File: src/rtl/wb_arbiter.sv
// Two-master, one-slave Wishbone B4 pipelined arbiter.
// Master 0 is the SPI bridge, master 1 a secondary on-chip requester.
// Grants alternate round-robin per bus cycle (CYC); a watchdog aborts
// a grant whose slave stops acknowledging.
module wb_arbiter #(
    parameter int ADDR_WIDTH      = 8,
    parameter int DATA_WIDTH      = 8,
    parameter int TIMEOUT_CYCLES  = 32,
    parameter int MAX_OUTSTANDING = 4
) (
    input  logic                  wb_clock_i,
    input  logic                  wb_reset_ni,

    input  logic [ADDR_WIDTH-1:0] m0_addr_i,
    input  logic [DATA_WIDTH-1:0] m0_data_i,
    output logic [DATA_WIDTH-1:0] m0_data_o,
    input  logic                  m0_we_i,
    input  logic                  m0_cycle_i,
    input  logic                  m0_strobe_i,
    output logic                  m0_stall_o,
    output logic                  m0_ack_o,
    output logic                  m0_err_o,

    input  logic [ADDR_WIDTH-1:0] m1_addr_i,
    input  logic [DATA_WIDTH-1:0] m1_data_i,
    output logic [DATA_WIDTH-1:0] m1_data_o,
    input  logic                  m1_we_i,
    input  logic                  m1_cycle_i,
    input  logic                  m1_strobe_i,
    output logic                  m1_stall_o,
    output logic                  m1_ack_o,
    output logic                  m1_err_o,

    output logic [ADDR_WIDTH-1:0] s_addr_o,
    output logic [DATA_WIDTH-1:0] s_data_o,
    input  logic [DATA_WIDTH-1:0] s_data_i,
    output logic                  s_we_o,
    output logic                  s_cycle_o,
    output logic                  s_strobe_o,
    input  logic                  s_stall_i,
    input  logic                  s_ack_i,

    output logic                  busy_o
);

    localparam int OUT_W = $clog2(MAX_OUTSTANDING + 1);
    localparam int TMR_W = $clog2(TIMEOUT_CYCLES);
    localparam logic [OUT_W-1:0] OUT_MAX  = OUT_W'(MAX_OUTSTANDING);
    localparam logic [TMR_W-1:0] TMR_LAST = TMR_W'(TIMEOUT_CYCLES - 1);

    typedef enum logic [1:0] {
        IDLE   = 2'd0,
        GRANT0 = 2'd1,
        GRANT1 = 2'd2,
        ABORT  = 2'd3
    } state_t;

    state_t             state;
    logic               last_grant;
    logic [OUT_W-1:0]   outstanding;
    logic [TMR_W-1:0]   timer;

    logic               granted;
    logic               owner;
    logic               own_cycle;
    logic               own_strobe;
    logic               full;
    logic               accept;
    logic               ack_valid;
    logic               counting;

    assign granted    = (state == GRANT0) || (state == GRANT1);
    assign owner      = (state == GRANT1);
    assign own_cycle  = owner ? m1_cycle_i  : m0_cycle_i;
    assign own_strobe = owner ? m1_strobe_i : m0_strobe_i;
    assign full       = (outstanding == OUT_MAX);
    assign accept     = s_strobe_o && !s_stall_i;
    assign ack_valid  = granted && s_ack_i && (outstanding != '0);
    assign counting   = (outstanding != '0) && !s_ack_i;

    // Slave-side mux and per-master handshake returns, decoded from the registered state
    always_comb begin
        s_cycle_o  = granted;
        s_strobe_o = granted && own_strobe && !full;
        s_addr_o   = owner ? m1_addr_i : m0_addr_i;
        s_data_o   = owner ? m1_data_i : m0_data_i;
        s_we_o     = owner ? m1_we_i   : m0_we_i;
        busy_o     = (state != IDLE);

        m0_data_o  = s_data_i;
        m1_data_o  = s_data_i;

        m0_stall_o = m0_cycle_i;
        m1_stall_o = m1_cycle_i;
        m0_ack_o   = 1'b0;
        m1_ack_o   = 1'b0;
        m0_err_o   = 1'b0;
        m1_err_o   = 1'b0;

        case (state)
            GRANT0: begin
                m0_stall_o = s_stall_i || full;
                m0_ack_o   = ack_valid;
            end
            GRANT1: begin
                m1_stall_o = s_stall_i || full;
                m1_ack_o   = ack_valid;
            end
            ABORT: begin
                if (last_grant) begin
                    m1_stall_o = 1'b1;
                    m1_err_o   = 1'b1;
                end else begin
                    m0_stall_o = 1'b1;
                    m0_err_o   = 1'b1;
                end
            end
            default: begin
            end
        endcase
    end

    // Arbitration FSM with outstanding-strobe accounting and the no-ack watchdog
    always_ff @(posedge wb_clock_i or negedge wb_reset_ni) begin
        if (!wb_reset_ni) begin
            state       <= IDLE;
            last_grant  <= 1'b1;
            outstanding <= '0;
            timer       <= '0;
        end else begin
            case (state)
                IDLE: begin
                    outstanding <= '0;
                    timer       <= '0;
                    if (m0_cycle_i && m1_cycle_i) begin
                        state <= last_grant ? GRANT0 : GRANT1;
                    end else if (m0_cycle_i) begin
                        state <= GRANT0;
                    end else if (m1_cycle_i) begin
                        state <= GRANT1;
                    end
                end
                GRANT0, GRANT1: begin
                    if (!own_cycle) begin
                        state       <= IDLE;
                        last_grant  <= owner;
                        outstanding <= '0;
                        timer       <= '0;
                    end else if (counting && (timer == TMR_LAST)) begin
                        state       <= ABORT;
                        last_grant  <= owner;
                        outstanding <= '0;
                        timer       <= '0;
                    end else begin
                        if (accept && !ack_valid && !full) begin
                            outstanding <= outstanding + OUT_W'(1);
                        end else if (!accept && ack_valid) begin
                            outstanding <= outstanding - OUT_W'(1);
                        end
                        timer <= counting ? (timer + TMR_W'(1)) : '0;
                    end
                end
                ABORT: begin
                    state       <= IDLE;
                    outstanding <= '0;
                    timer       <= '0;
                end
                default: begin
                    state <= IDLE;
                end
            endcase
        end
    end

endmodule
File: config.mk
export PLATFORM = sky130hd
export DESIGN_NAME = wb_arbiter
export DESIGN_NICKNAME = d
export VERILOG_FILES = /design/src/rtl/wb_arbiter.sv
export SDC_FILE = /design/constraint.sdc
export NUM_CORES = 1
export LEC_CHECK = 0
export CORE_MARGIN = 2
export CORE_UTILIZATION = 33
export DETAILED_ROUTE_END_ITERATION = 12
export PLACE_DENSITY_LB_ADDON = 0.05
export SLEW_MARGIN = 5
export SYNTH_ARGS = -nofsm -noshare
export SYNTH_HDL_FRONTEND = slang
export SYNTH_SLANG_ARGS = --single-unit
File: constraint.sdc
create_clock -name wb_clock_i -period 2.5 [get_ports wb_clock_i]
set_input_delay 0.5 -clock wb_clock_i [delete_from_list [all_inputs] [get_ports wb_clock_i]]
set_output_delay 0.5 -clock wb_clock_i [all_outputs]
set_load 0.1 [all_outputs]
==> results.toml, run 1 <==
[power_and_ir_drop]
p_per_area_nw_per_um2 = 1454
swShare_pct = 58.09
netSwitchingPower_w = 0.001724
comb_power_share_pct = 87.3
p_leak_nw = 0.9238
intPower_w = 0.001244
power_frac_seq_pct = 8.5
pwr-share-clk_pct = 4.2
vdd_ir_drop_max_uv = 552.9

[hold_path]
hold_start = "timer[0]"
hp-class = "flop to flop"
min_to = "timer[0]"
hold_depth = 1

[clocking]
root_buffer = "clkbuf_4"
numClockSinks = 11
clock_path_buffers = 2
cts_tree = "yes"
htreeDepth = 1
post_cts_buffers = 0
clk_latency_ns = 0.27
cts_buffers = 3
cts_hold_buf = 0
clk_pin_slew_ns = 0.07

[cells_and_area]
diodes = 0
drive_gt1_share_pct = 35.59
nNetsFinal = 236
n_fill_cell = 305
syn2layout_area_growth_pct = 75.30
fin_util_pct = 60.71

[drt]
wl_per_cell_um = 14.62
vias_per_cell = 4.709
routed-via-count = 1050
drt_pre_antenna_iters = 2
final_antenna_net_count = 0
wirelength_mm = 3.261
post-route-drc-count = 0
drtIter0Drc = 30

[placement]
port-buffer-count = 67
hpwlAfterDp_mm = 2.715
place_ws_ns = -0.006516
gp_congestion = 0.7803

[floorplan]
die_area_um2 = 4021
io_pins = 92
num_rows = 21
initial_core_util_pct = 34.64
core_um2 = 3363
die_y_um = 63.41
die_x_um = 63.41

[grt]
grtUsageTotal_pct = 16.91
overflow = 0
antenna_found_initial = 0
grt_start_max_net_pins = 23
grt_pass1_vias = 1096
grt_pass1_wl_mm = 5.554

[yosys]
yosysWarnings = 0
synth-edff-count = 0
netlist-cell-type-count = 31
ys_seq_area_share_pct = 23.74
yosys-top-cells-area = "dfrtp_1, mux2_2, buf_4"
yosysTopAreaCell = "dfrtp_1"
async_flop_share_pct = 100.0
synth_fp_nets = 181
synth_top_cell_area_share_pct = 21.48
syn_inst = 123
yosys-top-cells-count = "mux2_2, buf_4, dfrtp_1, nand2_1"
synth_ff_type = "dfrtp_1"
syn_avg_cell_area_um2 = 9.470
yosysMostFrequentCell = "mux2_2"
netlist_area_um2 = 1165
synth_seq_cells = 11

[worst_setup_path]
startpoint_type = "flop"
startpoint = "state[0]"
crit_arrival_ns = 1.82
reg2regPathDepth = 9
crit_fanout = 22
r2r-end = "outstanding[2]"
crit_path_end_kind = "primary output"
cp.required_ns = 2.00
reg2reg_from = "state[0]"
rrSetupSlack_ns = 0.21
path_class = "flop to primary output"

[timing]
setup_ws_ns = 0.1839
fmax_mhz = 431.8
timing.hold.ws_ns = 0.4677
fin_crit_sh_pct = 92.64
setup_viol = 0
hold_viol = 0
maxSlewViolCount = 0
rsz0062_at_grt = "no"
tightestPinTransition_ns = 0.5257
finalCriticalPeriod_ns = 2.316
maxSlewHeadroom_pct = 64.85
finClkSkew_ns = 0.002416

[run_status]
status = "finished clean"

[flow_run]
max_cap_viol_count = 0
==> cell usage in the layout, fill, tap and decap left out, drive strengths merged, types with 2 or more instances in the layout <==
master,Yosys,routed
clkdlybuf4s50,0,41
buf,18,30
mux2,20,20
dfrtp,10,10
nand2,9,9
inv,7,7
ha,7,7
mux2i,6,6
a21oi,6,6
nor2,5,5
nand2b,5,5
and2,5,5
and3,4,4
clkbuf,3,4
o311a,2,2
a221o,2,2
o31ai,2,2
a2bb2oi,2,2
==> sequential cells by signal (all words and copies together), names as in the netlist <==
name and cells:
timer 5, outstanding 3, state 2, last_grant 1
==> worst max-delay path, stage by stage, from the launching register on <==
cell	delay (ns)
dfrtp_1	0.40
inv_1	0.08
ha_1	0.21
buf_6	0.24
nand2b_1	0.08
a221o_2	0.37
buf_12	0.17
==> metrics by stage <==
step                      area, um^2  total power, W  setup TNS, ns  std cells
after CTS                       2038        0.002982              0        223
after global routing            2042        0.003092              0        223
after detailed placement        2012        0.002851      -0.006516        219
after floorplan                 1186        0.002186              0        123
final                           2042        0.002968              0        223
after global placement          2012        0.002816              0        219
==> worst max path at each step <==
stage	end	slack (ns)	cells past startpoint
2_1_floorplan	m0_stall_o	0.02	3
3_3_place_gp	outstanding[2]	0.12	8
3_5_place_dp	outstanding[2]	-0.007	8
4_1_cts	m1_stall_o	0.09	6
5_1_grt	outstanding[2]	0.04	9
6_report	m1_stall_o	0.18	6
==> area by class of cell <==
class | instances | area, um^2 | share of cell area, %
repair buffers | 71 | 914.6 | 44.79
flip-flops and latches | 11 | 276.5 | 13.54
inverters | 7 | 26.28 | 1.287
clock buffers | 4 | 26.28 | 1.287
multi-input cells | 84 | 740.7 | 36.27
well taps | 46 | 57.56 | 2.819
==> power by group through the flow <==
stage / logic [W] / clock network, W / registers (W)
2_1_floorplan: 0.00194 / 0 / 0.000245
3_3_place_gp: 0.00257 / 0 / 0.000251
3_5_place_dp: 0.00260 / 0 / 0.000255
4_1_cts: 0.00260 / 0.000127 / 0.000252
5_1_grt: 0.00270 / 0.000132 / 0.000258
6_report: 0.00259 / 0.000125 / 0.000251
==> kinds of logic (layout without fill, tap and decap cells) <==
logic type	after synthesis	in the layout	share of synthesized area (%)
DFF	11	11	23.74
adders and majority gates	8	8	9.237
buffers and inverters	28	82	14.50
xor gates and xnor gates	2	2	1.504
muxes	26	26	24.81
and+or+nand+nor	34	34	16.43
AOI/OAI and AO/OA	14	14	9.775
==> repair_timing <==
| item | in CTS | in global routing |
|---|---|---|
| resized for setup | 0 | 1 |
| setup endpoints to repair | 0 | 1 |
| endpoints found under the hold margin | 0 | 0 |
==> routing by layer <==
layer,up-vias,GRT usage [%],wire (um)
li1,519,-,-
met2,30,28.29,1567
met5,-,0,0
met3,12,3.393,199
met4,0,4.620,57
met1,489,22.09,1435
No activity file was read; power rests on OpenSTA's default activity.
==> run 2, diff against run 1 <==
--- a/config.mk
+++ b/config.mk
@@ -5,11 +5,12 @@
 export SDC_FILE = /design/constraint.sdc
 export NUM_CORES = 1
 export LEC_CHECK = 0
+export ABC_AREA = 1
 export CORE_MARGIN = 2
-export CORE_UTILIZATION = 33
+export CORE_UTILIZATION = 34
 export DETAILED_ROUTE_END_ITERATION = 12
 export PLACE_DENSITY_LB_ADDON = 0.05
-export SLEW_MARGIN = 5
+export SLEW_MARGIN = 20
 export SYNTH_ARGS = -nofsm -noshare
 export SYNTH_HDL_FRONTEND = slang
 export SYNTH_SLANG_ARGS = --single-unit
==> run 2 against run 1 <==
Compared with the run above:
- synthesized area up 2.4%
- global-route usage grew 1.8 points
- worst hold slack worse by 0.0086 ns
- cell count rose by 28%
- worst setup slack worse by 0.070 ns
- sequential share of layout area fell by 0.27 points
- non-clock buffer count fell by 2
- wire length rose by 8.8%
- critical path type unchanged
- flip-flop and latch count is the same
- highest routed layer unchanged
==> results.toml, run 2 <==
[yosys]
ys_seq_area_share_pct = 23.19
yosysMostFrequentCell = "nand2_1"
yosysWarnings = 0
async_flop_share_pct = 100.0
synth_seq_cells = 11
synth_ff_type = "dfrtp_1"
syn_inst = 186
synth_fp_nets = 244
netlist-cell-type-count = 27
netlist_area_um2 = 1192
syn_avg_cell_area_um2 = 6.411
yosys-top-cells-area = "nand2_1, dfrtp_1, buf_4"
synth_top_cell_area_share_pct = 24.55
yosysTopAreaCell = "nand2_1"
synth-edff-count = 0
yosys-top-cells-count = "nand2_1, inv_1, buf_4, dfrtp_1, nor2_1"

[drt]
post-route-drc-count = 0
vias_per_cell = 4.354
drtIter0Drc = 41
wl_per_cell_um = 12.45
routed-via-count = 1241
wirelength_mm = 3.547
drt_pre_antenna_iters = 4
final_antenna_net_count = 0

[grt]
grt_pass1_wl_mm = 5.878
grt_pass1_vias = 1238
grtUsageTotal_pct = 18.74
antenna_found_initial = 0
overflow = 0
grt_start_max_net_pins = 22

[timing]
rsz0062_at_grt = "no"
setup_ws_ns = 0.1136
maxSlewViolCount = 0
finalCriticalPeriod_ns = 2.386
maxSlewHeadroom_pct = 66.97
fin_crit_sh_pct = 95.46
setup_viol = 0
fmax_mhz = 419.0
fin_setup_tns_ns = 0
hold_viol = 0
tightestPinTransition_ns = 0.4939
finClkSkew_ns = 0.004660

[clocking]
root_buffer = "clkbuf_4"
clk_pin_slew_ns = 0.07
clock_path_buffers = 2
htreeDepth = 1
cts_buffers = 3
cts_tree = "yes"
numClockSinks = 11
clk_latency_ns = 0.27

[worst_setup_path]
crit_family = "buffers and inverters"
path_buf_inv = 4
rrSetupSlack_ns = 0.23
cpMaxStageDelayCell = "dfrtp_1"
path_class = "flop to primary output"
crit_chain = "inv_2 > ha_2 > nand2_1 > inv_1 > nand2_2 > buf_4 > nor2_4 > buf_12"
cp.required_ns = 2.00
critPathMaxStageDelay_ns = 0.46
crit_fanout = 5
crit_arrival_ns = 1.89
startpoint_type = "flop"
crit_path_end_kind = "primary output"

[cells_and_area]
largest-register = "timer"
drive_gt1_share_pct = 23.43
fin_util_pct = 61.94
layout_common_cells = "nand2_1, clkdlybuf4s50_1, buf_12, inv_1, dfrtp_1"
fin_area_um2 = 2083
n_fill_cell = 316
register_area_um2 = 276.5
multi_input_area_um2 = 720.7
diodes = 0
largest_reg_flops = 5
syn2layout_area_growth_pct = 74.71
nNetsFinal = 298
final_common_cell = "nand2_1"
top_regs = "timer (5), outstanding (3), state (2)"

[run_status]
status = "finished clean"

[flow_run]
max_cap_viol_count = 0

[placement]
gp_congestion = 0.8502
placed_area_um2 = 2054
port-buffer-count = 67
hpwlAfterDp_mm = 3.013
place_ws_ns = 0.1555

[floorplan]
initial_core_util_pct = 35.45
die_area_um2 = 3997
die_x_um = 63.22
io_pins = 92
core_um2 = 3363
die_y_um = 63.22
num_rows = 21

[hold_path]
hp-class = "flop to flop"
-- run 2: changes by cell type in the layout (fill, tap and decap cells not counted), sizes merged, moves of 6 or more --
cell and delta:
nand2 +75, mux2i -6, mux2 -20, inv +18, nor2 +9, o21ai +7
-- run 2: per-stage QoR --
stage               hold WS [ns]  instances
finish                    0.4591        285
global route              0.4811        285
CTS                       0.4615        285
detailed placement        0.4524        281
global placement          0.4433        281
floorplan                 0.2044        186
-- run 2: repair_timing --
item | in CTS | in global routing
endpoints found under the setup margin | 0 | 2
hold buffers | 0 | 0
setup buffers | 0 | 0
resized for setup | 0 | 1
-- run 2: kinds of logic (layout without fill, tap and decap cells) --
kind of cell / Yosys count / after routing / share of synthesized area [%]
AO/OA/AOI/OAI: 14 / 14 / 7.660
XOR/XNOR: 3 / 3 / 2.204
adder cells (fa/ha/maj): 8 / 8 / 9.024
buffers and inverters: 45 / 98 / 19.83
flip-flops: 11 / 11 / 23.19
AND/OR/NAND/NOR: 105 / 105 / 38.09
-- run 2: path summary, 6_finish.rpt --
path / endpoint / depth (start not counted) / from
worst max-delay path: m1_ack_o / 8 / state[1]
worst min-delay path: timer[0] / 1 / timer[0]
worst max register to register: outstanding[2] / 14 / state[1]
worst min register to register: timer[0] / 1 / timer[0]
max in group asynchronous: last_grant / 1 / wb_reset_ni
min in group asynchronous: timer[4] / 1 / wb_reset_ni
-- run 2: area by class of cell --
class                      instances  area share (%)
inverter                          25           4.505
multi-input combinational        130           34.59
timing repair buffer              69           43.60
clock buffer                       4           1.261
tap                               46           2.763
sequential                        11           13.27
-- run 2: per-layer routing --
metal | GRT usage (%) | routed length (um) | vias to the layer above
met5 | 0 | 0 | -
met4 | 4.348 | 35 | 0
met3 | 4.821 | 147 | 8
met2 | 35.77 | 2006 | 24
met1 | 20.55 | 1358 | 560
li1 | - | - | 649
Power of run 2 is left out: the tool's default activity adds up to more than one toggle a clock period on the data nets, which glitch-free logic cannot reach.
